## config.mk

```make
export PLATFORM = sky130hd
export DESIGN_NAME = pe_pool_relu_mc
export DESIGN_NICKNAME = d
export VERILOG_FILES = /design/src/rtl/pe_pool_relu_mc.sv
export SDC_FILE = /design/constraint.sdc
export NUM_CORES = 2
export LEC_CHECK = 0
export ABC_AREA = 1
export BUFFER_PORTS_ARGS = -buffer_cell sky130_fd_sc_hd__buf_2
export CORE_AREA = 2 2 312 314
export DETAILED_ROUTE_END_ITERATION = 8
export DIE_AREA = 0 0 314 316
export GPL_ROUTABILITY_DRIVEN = 0
export PLACE_DENSITY = 0.51
export SETUP_SLACK_MARGIN = 0.3
export SYNTH_ARGS = -nofsm -noshare
export SYNTH_HDL_FRONTEND = slang
export SYNTH_SLANG_ARGS = --single-unit
```

## constraint.sdc

```tcl
create_clock -name clk -period 3.5 [get_ports clk]
set_input_delay 0.7 -clock clk [delete_from_list [all_inputs] [get_ports clk]]
set_output_delay 0.7 -clock clk [all_outputs]
set_load 0.1 [all_outputs]
```

## src/rtl/pe_pool_relu_mc.sv

```systemverilog
// Multi-lane pooling/ReLU post-processor: reduces a runtime-sized window per lane
// by max or average, then requantises, optionally clamps negatives, and saturates.

module pe_pool_lane #(
  parameter int ACC_WID  = 20,
  parameter int DATA_WID = 8,
  parameter int WIN_B    = 4,
  parameter int SHIFT_B  = 4
) (
  input  logic                       clk,
  input  logic                       reset,
  input  logic                       take,
  input  logic                       first,
  input  logic                       close,
  input  logic                       mode,
  input  logic [SHIFT_B-1:0]         avg_shift,
  input  logic [SHIFT_B-1:0]         out_shift,
  input  logic                       relu_en,
  input  logic signed [ACC_WID-1:0]  din,
  output logic signed [DATA_WID-1:0] dout
);
  localparam int AW = ACC_WID + WIN_B;
  localparam logic signed [AW-1:0] SMAX = (AW'(1) <<< (DATA_WID - 1)) - AW'(1);
  localparam logic signed [AW-1:0] SMIN = -SMAX - AW'(1);

  logic signed [AW-1:0] acc, ext, acc_nxt, v0, v1, v2;
  logic signed [DATA_WID-1:0] dsat;

  assign ext = {{WIN_B{din[ACC_WID-1]}}, din};

  always_comb begin
    acc_nxt = ext;
    if (!first) begin
      if (mode) acc_nxt = acc + ext;
      else      acc_nxt = (ext > acc) ? ext : acc;
    end
  end

  // Result is taken from acc_nxt so the closing element is included.
  always_comb begin
    v0 = mode ? (acc_nxt >>> avg_shift) : acc_nxt;
    v1 = v0 >>> out_shift;
    v2 = (relu_en && v1 < 0) ? '0 : v1;
    if (v2 > SMAX)      dsat = SMAX[DATA_WID-1:0];
    else if (v2 < SMIN) dsat = SMIN[DATA_WID-1:0];
    else                dsat = v2[DATA_WID-1:0];
  end

  always_ff @(posedge clk) begin
    if (reset) begin
      acc  <= '0;
      dout <= '0;
    end else begin
      if (take)  acc  <= acc_nxt;
      if (close) dout <= dsat;
    end
  end
endmodule

module pe_pool_relu_mc #(
  parameter int ACC_WID  = 20,
  parameter int DATA_WID = 8,
  parameter int CH_NUM   = 4,
  parameter int WIN_B    = 4,
  parameter int SHIFT_B  = 4
) (
  input  logic                         clk,
  input  logic                         reset,
  input  logic                         cfg_load,
  input  logic [WIN_B-1:0]             cfg_win,
  input  logic                         cfg_mode,
  input  logic [SHIFT_B-1:0]           cfg_avg_shift,
  input  logic [SHIFT_B-1:0]           cfg_out_shift,
  input  logic                         cfg_relu_en,
  input  logic                         in_valid,
  output logic                         in_ready,
  input  logic                         in_last,
  input  logic [CH_NUM*ACC_WID-1:0]    in_data,
  output logic                         out_valid,
  input  logic                         out_ready,
  output logic [CH_NUM*DATA_WID-1:0]   out_data,
  output logic [WIN_B-1:0]             out_cnt,
  output logic                         busy
);
  localparam logic [1:0] IDLE  = 2'd0;
  localparam logic [1:0] ACCUM = 2'd1;
  localparam logic [1:0] EMIT  = 2'd2;

  logic [1:0]         state;
  logic [WIN_B-1:0]   win_q, cnt, cnt_nxt, win_eff;
  logic               mode_q, relu_q;
  logic [SHIFT_B-1:0] avs_q, ous_q;
  logic               take, first, close;

  assign in_ready = (state != EMIT);
  assign busy     = (state != IDLE);
  assign take     = in_valid && in_ready;
  assign first    = (state == IDLE);
  assign cnt_nxt  = first ? WIN_B'(1) : cnt + WIN_B'(1);
  assign win_eff  = (win_q == '0) ? WIN_B'(1) : win_q;
  assign close    = take && ((cnt_nxt == win_eff) || in_last);

  always_ff @(posedge clk) begin
    if (reset) begin
      state     <= IDLE;
      win_q     <= WIN_B'(1);
      mode_q    <= 1'b0;
      avs_q     <= '0;
      ous_q     <= '0;
      relu_q    <= 1'b1;
      cnt       <= '0;
      out_cnt   <= '0;
      out_valid <= 1'b0;
    end else begin
      if (state == IDLE && cfg_load) begin
        win_q  <= cfg_win;
        mode_q <= cfg_mode;
        avs_q  <= cfg_avg_shift;
        ous_q  <= cfg_out_shift;
        relu_q <= cfg_relu_en;
      end
      if (take) cnt <= cnt_nxt;
      if (close) begin
        out_valid <= 1'b1;
        out_cnt   <= cnt_nxt;
      end
      case (state)
        IDLE, ACCUM: begin
          if (close)     state <= EMIT;
          else if (take) state <= ACCUM;
        end
        EMIT: begin
          if (out_ready) begin
            state     <= IDLE;
            out_valid <= 1'b0;
          end
        end
        default: state <= IDLE;
      endcase
    end
  end

  for (genvar g = 0; g < CH_NUM; g++) begin : g_lane
    pe_pool_lane #(
      .ACC_WID(ACC_WID), .DATA_WID(DATA_WID), .WIN_B(WIN_B), .SHIFT_B(SHIFT_B)
    ) u_lane (
      .clk      (clk),
      .reset    (reset),
      .take     (take),
      .first    (first),
      .close    (close),
      .mode     (mode_q),
      .avg_shift(avs_q),
      .out_shift(ous_q),
      .relu_en  (relu_q),
      .din      (in_data[g*ACC_WID +: ACC_WID]),
      .dout     (out_data[g*DATA_WID +: DATA_WID])
    );
  end
endmodule
```

---- After elaboration in Yosys (flattened, before gate mapping) ----
Index checks and enable logic that the tools add are counted.
word-level totals
  register bits after elaboration ......... 153
  input port bits ......................... 100
  output and inout bits ................... 39
  logic and storage cells ................. 102
operators by class
  $add $sub $neg .......................... 5
  magnitude comparators ................... 16
  equal/unequal tests ..................... 6
  shift operators ......................... 8
  multiplexer cells ....................... 37
  reductions and logical operators ........ 13
operators by type and width
  operator               count
  $mux W24               20
  $sshr A24 B4 Y24       8
  $add A24 B20 Y24       4
  $gt A20 B24 Y1         4
  $gt A24 B8 Y1 const B  4
  $lt A24 B1 Y1 const B  4
  $lt A24 B8 Y1 const B  4
  $mux W8                8
  $mux W4                2
  $logic_and A1 B1 Y1    7
  $mux W2                3
  $add A4 B1 Y4 const B  1
  $eq A4 B4 Y1           1
  $logic_not A4 Y1       1
  $ne A2 B2 Y1 const B   2
  $pmux W2 S2            1
  $mux W1                3
  $ne A3 B3 Y1 const B   1
  $eq A2 B1 Y1 const B   1
  $eq A2 B2 Y1 const B   1
  $logic_not A2 Y1       1
  $reduce_and A2 Y1      1
  $reduce_bool A2 Y1     1
  $reduce_or A2 Y1       1
  $logic_or A1 B1 Y1     1

---- Longest topological paths before layout ----
  depth after elaboration ................. 13
  gate-level depth with buffers ........... 43
  depth with buffers taken out ............ 42

---- Modules after synthesis ----
A second synthesis with hierarchy kept.
unflattened totals
  cell total of the unflattened synthesis .. 5130
  area, all modules ....................... 27836.7 µm²
modules (own cells, without submodules)
  module                                times used  cells each  area an instance (µm²)  seq. area each (µm²)
  pe_pool_lane at g_lane[1].u_lane ...  2           1242        6638.9                  640.6
  pe_pool_lane at g_lane[3].u_lane      1           1233        6732.7                  640.6
  pe_pool_lane at g_lane[0].u_lane      1           1260        6696.4                  640.6
  pe_pool_relu_mc                       1           153         1129.8                  500.5

---- Worst setup path before layout ----
No wires, ideal clock.
  kind .................................... register to register
  from .................................... register state[0]
  to ...................................... register g_lane[1].u_lane.dout[0]
  library setup time ...................... 0.065 ns
  arrival time ............................ 3.725 ns
  data required time ...................... 3.435 ns
  setup slack ............................. -0.290 ns
  stages on the path, launching flop included .. 22
  period minus slack after synthesis ...... 3.790 ns
  path through ............................ dfxtp_1 > nor2_1 > inv_1 > buf_4 > buf_2 > buf_2 > clkbuf_1 > buf_1 > o21ai_0 > a21oi_1 > o21ai_0 > o211ai_1 > nand3_1 > nand3_1 > nand3_1 > nand3_1 > nand3_1 > nand3_1 > nand3_1 > a21oi_1 > nor2_1 > nor2_1
between the ends
  cells in the longest elaborated chain, start to end .. 11
ends and longest elaborated chain
  item                    RTL line  source
  start, declared         89        logic [1:0] state;
  start signal, assigned  105       state <= IDLE;
  start signal, assigned  129       if (close) state <= EMIT;
  start signal, assigned  130       else if (take) state <= ACCUM;
  $logic_not A2 Y1        98        assign first = (state == IDLE);
  $mux W24                33        if (!first) begin
  $sshr A24 B4 Y24        41        v0 = mode ? (acc_nxt >>> avg_shift) : acc_nxt;
  $mux W24                41
  $sshr A24 B4 Y24        42        v1 = v0 >>> out_shift;
  $lt A24 B1 Y1           43        v2 = (relu_en && v1 < 0) ? '0 : v1;
  $logic_and A1 B1 Y1     43
  $mux W24                43
  $lt A24 B8 Y1           45        else if (v2 < SMIN) dsat = SMIN[DATA_WID-1:0];
  $mux W8                 45
  $mux W8                 44        if (v2 > SMAX) dsat = SMAX[DATA_WID-1:0];
  end signal, assigned    55        if (close) dout <= dsat;
  end, declared           20        output logic signed [DATA_WID-1:0] dout
Several ways; a longest one is shown, not always the timed one.
A chain may end at the register's enable or synchronous reset.

---- Final worst setup path ----
  from .................................... register g_lane[1].u_lane.acc[13]
  to ...................................... register g_lane[1].u_lane.dout[6]
between the ends
  cells in the longest elaborated chain, start to end .. 13
ends and longest elaborated chain
  item                    RTL line  source
  start, declared         26        logic signed [AW-1:0] acc, ext, acc_nxt, v0, v1, v2;
  start signal, assigned  54        if (take) acc <= acc_nxt;
  $gt A20 B24 Y1          35        else acc_nxt = (ext > acc) ? ext : acc;
  $mux W24                35
  $mux W24 *              34        if (mode) acc_nxt = acc + ext;
  $mux W24 *              33
  $sshr A24 B4 Y24        41
  $mux W24 *              41
  $sshr A24 B4 Y24 *      42
  $lt A24 B1 Y1           43
  $logic_and A1 B1 Y1     43
  $mux W24 *              43
  $lt A24 B8 Y1           45
  $mux W8                 45
  $mux W8 *               44
Mark *: on every way between the ends. The rest lies on a longest branch, timed or not.

==> out/metrics.cfg <==
[clock_tree]
clkLatencyLatePin_ns=0.53
clock-sinks=153
cts_tree=yes
cts_root_buffer=clkbuf_16
hold_buffers=0
numCtsBuffers=17
clk_pin_slew_ns=0.09
clockBufferDepth=2
h-tree-depth=4

[floorplan]
die_width_um=314
rows=114
initial_core_util_pct=28.8
dieArea_mm2=0.0992
num_io_pins=139
core_mm2=0.0960
dieHeight_um=316

[synthesis]
ys_seq_elements=153
syn_nets=5431
synth_cell_types=55
synth_area_mm2=0.0277
async_reset_ff_share_pct=0
synthCells=5138
ys.flop_type=dfxtp_1
synth_seq_area_share_pct=11.1
synth_edf_count=0
synth.avg_cell_area_um2=5.39
yosysWarnings=0

[timing]
fmax_mhz=235
maxSlewViolCount=0
worst_pin_slew_ns=0.892
maxSlewHeadroom_pct=40.6
rsz0062_at_grt=true
setup_violations=28
min_period_over_period_pct=121
post-route-min-period_ns=4.25
worst_slack_ns=-0.748
clock_skew_ns=0.0188
hold_ws_ns=0.373
hold_viol_final=0

[setup_path]
path_class=reg -> reg
path_delay_family=simple AND/OR/NAND/NOR gates
path_buf_inv=7
reg2regPathDepth=32
crit_fanout=7
critPathRequiredTime_ns=3.96
endpoint_kind=register
crit_top_cell=nand3_2
crit_cells=32
worstPathArrival_ns=4.70
r2r_slack_ns=-0.75
start_kind=register
slowest_stage=dfxtp_4
slowest_delay_ns=0.38

[global_route]
grt.overflow.total=0
grtUsageTotal_pct=23.3
grt_max_degree=133
grtUsageMet2_pct=42.3
grtUsageMet3_pct=2.11
grt_pass1_wl_um=186000
grt.met1_usage_pct=29.0
grt_pass1_vias=35027
grt.busiest_layer=met2
antenna_found_initial=8

[place]
io_buffers=138
hpwlAfterDp_um=93600
dp_slack_ns=-1.28

[detailed_routing]
vias=36742
wl_per_cell_um=16.4
drc=0
ant_nets=0
drt_iter0_markers=2761
viasPerCell=5.06
routed_wirelength_um=119000
drt_pass1_iterations=5

[final_layout]
final_layout_size_suffix_gt1_share_pct=30.4
fin_util_pct=41.5
final_cell_mix=nand2_1 (1,276), nand3_1 (1,048), buf_4 (902), inv_1 (471), a21oi_1 (307)
layout_commonest_cell=nand2_1
syn2layout_area_growth_pct=44.0
nNetsFinal=6259

[power_and_ir_drop]
ir_worst_vdd_mv=0.480
p_per_area_mw_per_mm2=464
leakage_nw=20.3

[min_path]
min_path_type=in -> reg
min_path_cells=2

[run_status]
failed_checks=setup timing
status=finished, violations left

[flow_run]
cap_violations=0

[cell usage after synthesis (3+ instances only)]
cell / n / area (um2)
a211oi_1: 19 / 143
a21boi_0: 10 / 75.1
a21o_1: 11 / 82.6
a21oi_1: 337 / 1690
a21oi_4: 3 / 48.8
a31oi_1: 18 / 113
and2_1: 4 / 25.0
buf_1: 39 / 146
buf_2: 113 / 566
buf_4: 17 / 128
buf_6: 9 / 101
clkbuf_1: 107 / 402
clkinv_1: 4 / 15.0
dfxtp_1: 153 / 3060
fa_1: 4 / 80.1
ha_1: 189 / 2360
inv_1: 517 / 1940
inv_2: 25 / 93.8
mux2i_1: 4 / 40.0
nand2_1: 1360 / 5100
nand2_2: 37 / 231
nand2_4: 5 / 56.3
nand3_1: 1232 / 6170
nand3_2: 52 / 521
nand3_4: 6 / 105
nand3b_1: 3 / 22.5
nand4_1: 31 / 194
nand4_2: 3 / 37.5
nor2_1: 335 / 1260
nor2_2: 7 / 43.8
nor3_1: 29 / 145
nor3_2: 7 / 70.1
nor4_1: 4 / 25.0
o211ai_1: 39 / 293
o21a_1: 7 / 52.6
o21ai_0: 294 / 1470
o21ai_1: 27 / 135
o21bai_1: 25 / 188
o22ai_1: 4 / 25.0
or2_2: 10 / 62.6
xor2_1: 20 / 175
[cell type report]
type	count	area, um2
diodes	3	7.51
clock buffers	17	425
clock inverters	15	175
fillers	10417	56200
inverters	547	2070
multi-input cells	4155	24000
flip-flops and latches	153	3120
well taps	1276	1600
repair buffers	1092	8440
[metrics by stage]
stage                     total power [mW]  setup TNS [ns]  std cells  area (um2)
final                                 18.5          -17.15       7258       39800
after global routing                  20.2          -27.86       7258       39800
after CTS                             18.0          -16.27       7243       38700
after detailed placement              15.5          -33.35       7188       37400
after global placement                15.5          -31.92       7188       37400
after floorplan                       10.5           -3.98       5138       29000
[state kept, by name, indices dropped and copies added, names as in the netlist]
register            count
g_lane.u_lane.acc      96
win_q                   4
relu_q                  1
cnt                     4
mode_q                  1
state                   2
g_lane.u_lane.dout     32
out_valid               1
avs_q                   4
ous_q                   4
out_cnt                 4
[report_power, final]
| part | total [mW] | switching, mW | leakage [nW] | internal (mW) |
|---|---|---|---|---|
| clock | 2.05 | 1.09 | 0.291 | 0.965 |
| combinational | 14.3 | 8.53 | 18.7 | 5.72 |
| sequential | 2.18 | 0.191 | 1.28 | 1.99 |
[metal layers]
layer	share of wire, %	vias up
met1	44	16923
met2	49	826
met3	3.4	167
li1	-	18818
met5	0.046	-
met4	2.9	8
[worst reg2reg max path: cells and delay by family (launching register included)]
family / cells / cell delay, ns
simple gates: 23 / 2.56
buf+inv: 7 / 0.78
flops: 1 / 0.38
fa+ha+maj: 1 / 0.27
compound gates: 1 / 0.21
[kinds of logic (layout without fill, tap and decap cells)]
family	count (synthesis)	count (layout)	synth area share, %
simple gates	3130	3133	51.0
buf+inv	833	1671	12.3
compound gates	804	804	15.9
fa+ha+maj	193	193	8.84
flops	153	153	11.1
xor+xnor	21	21	0.665
mux	4	4	0.145
other cells	0	3	0
[repair_timing]
action	CTS	global route
cloned	3	2
resized for setup	161	264
endpoints found under the setup margin	29	36
pin swaps	21	60
buffers inserted	20	10
[final timing paths]
path / startpoint / end
worst max register to register: g_lane[1].u_lane.acc[13] / g_lane[1].u_lane.dout[6]
worst max-delay path: g_lane[1].u_lane.acc[13] / g_lane[1].u_lane.dout[6]
worst min-delay path: out_ready / out_valid
worst min register to register: out_cnt[1] / out_cnt[1]
Note: power is estimated with default switching activity, not from simulation.
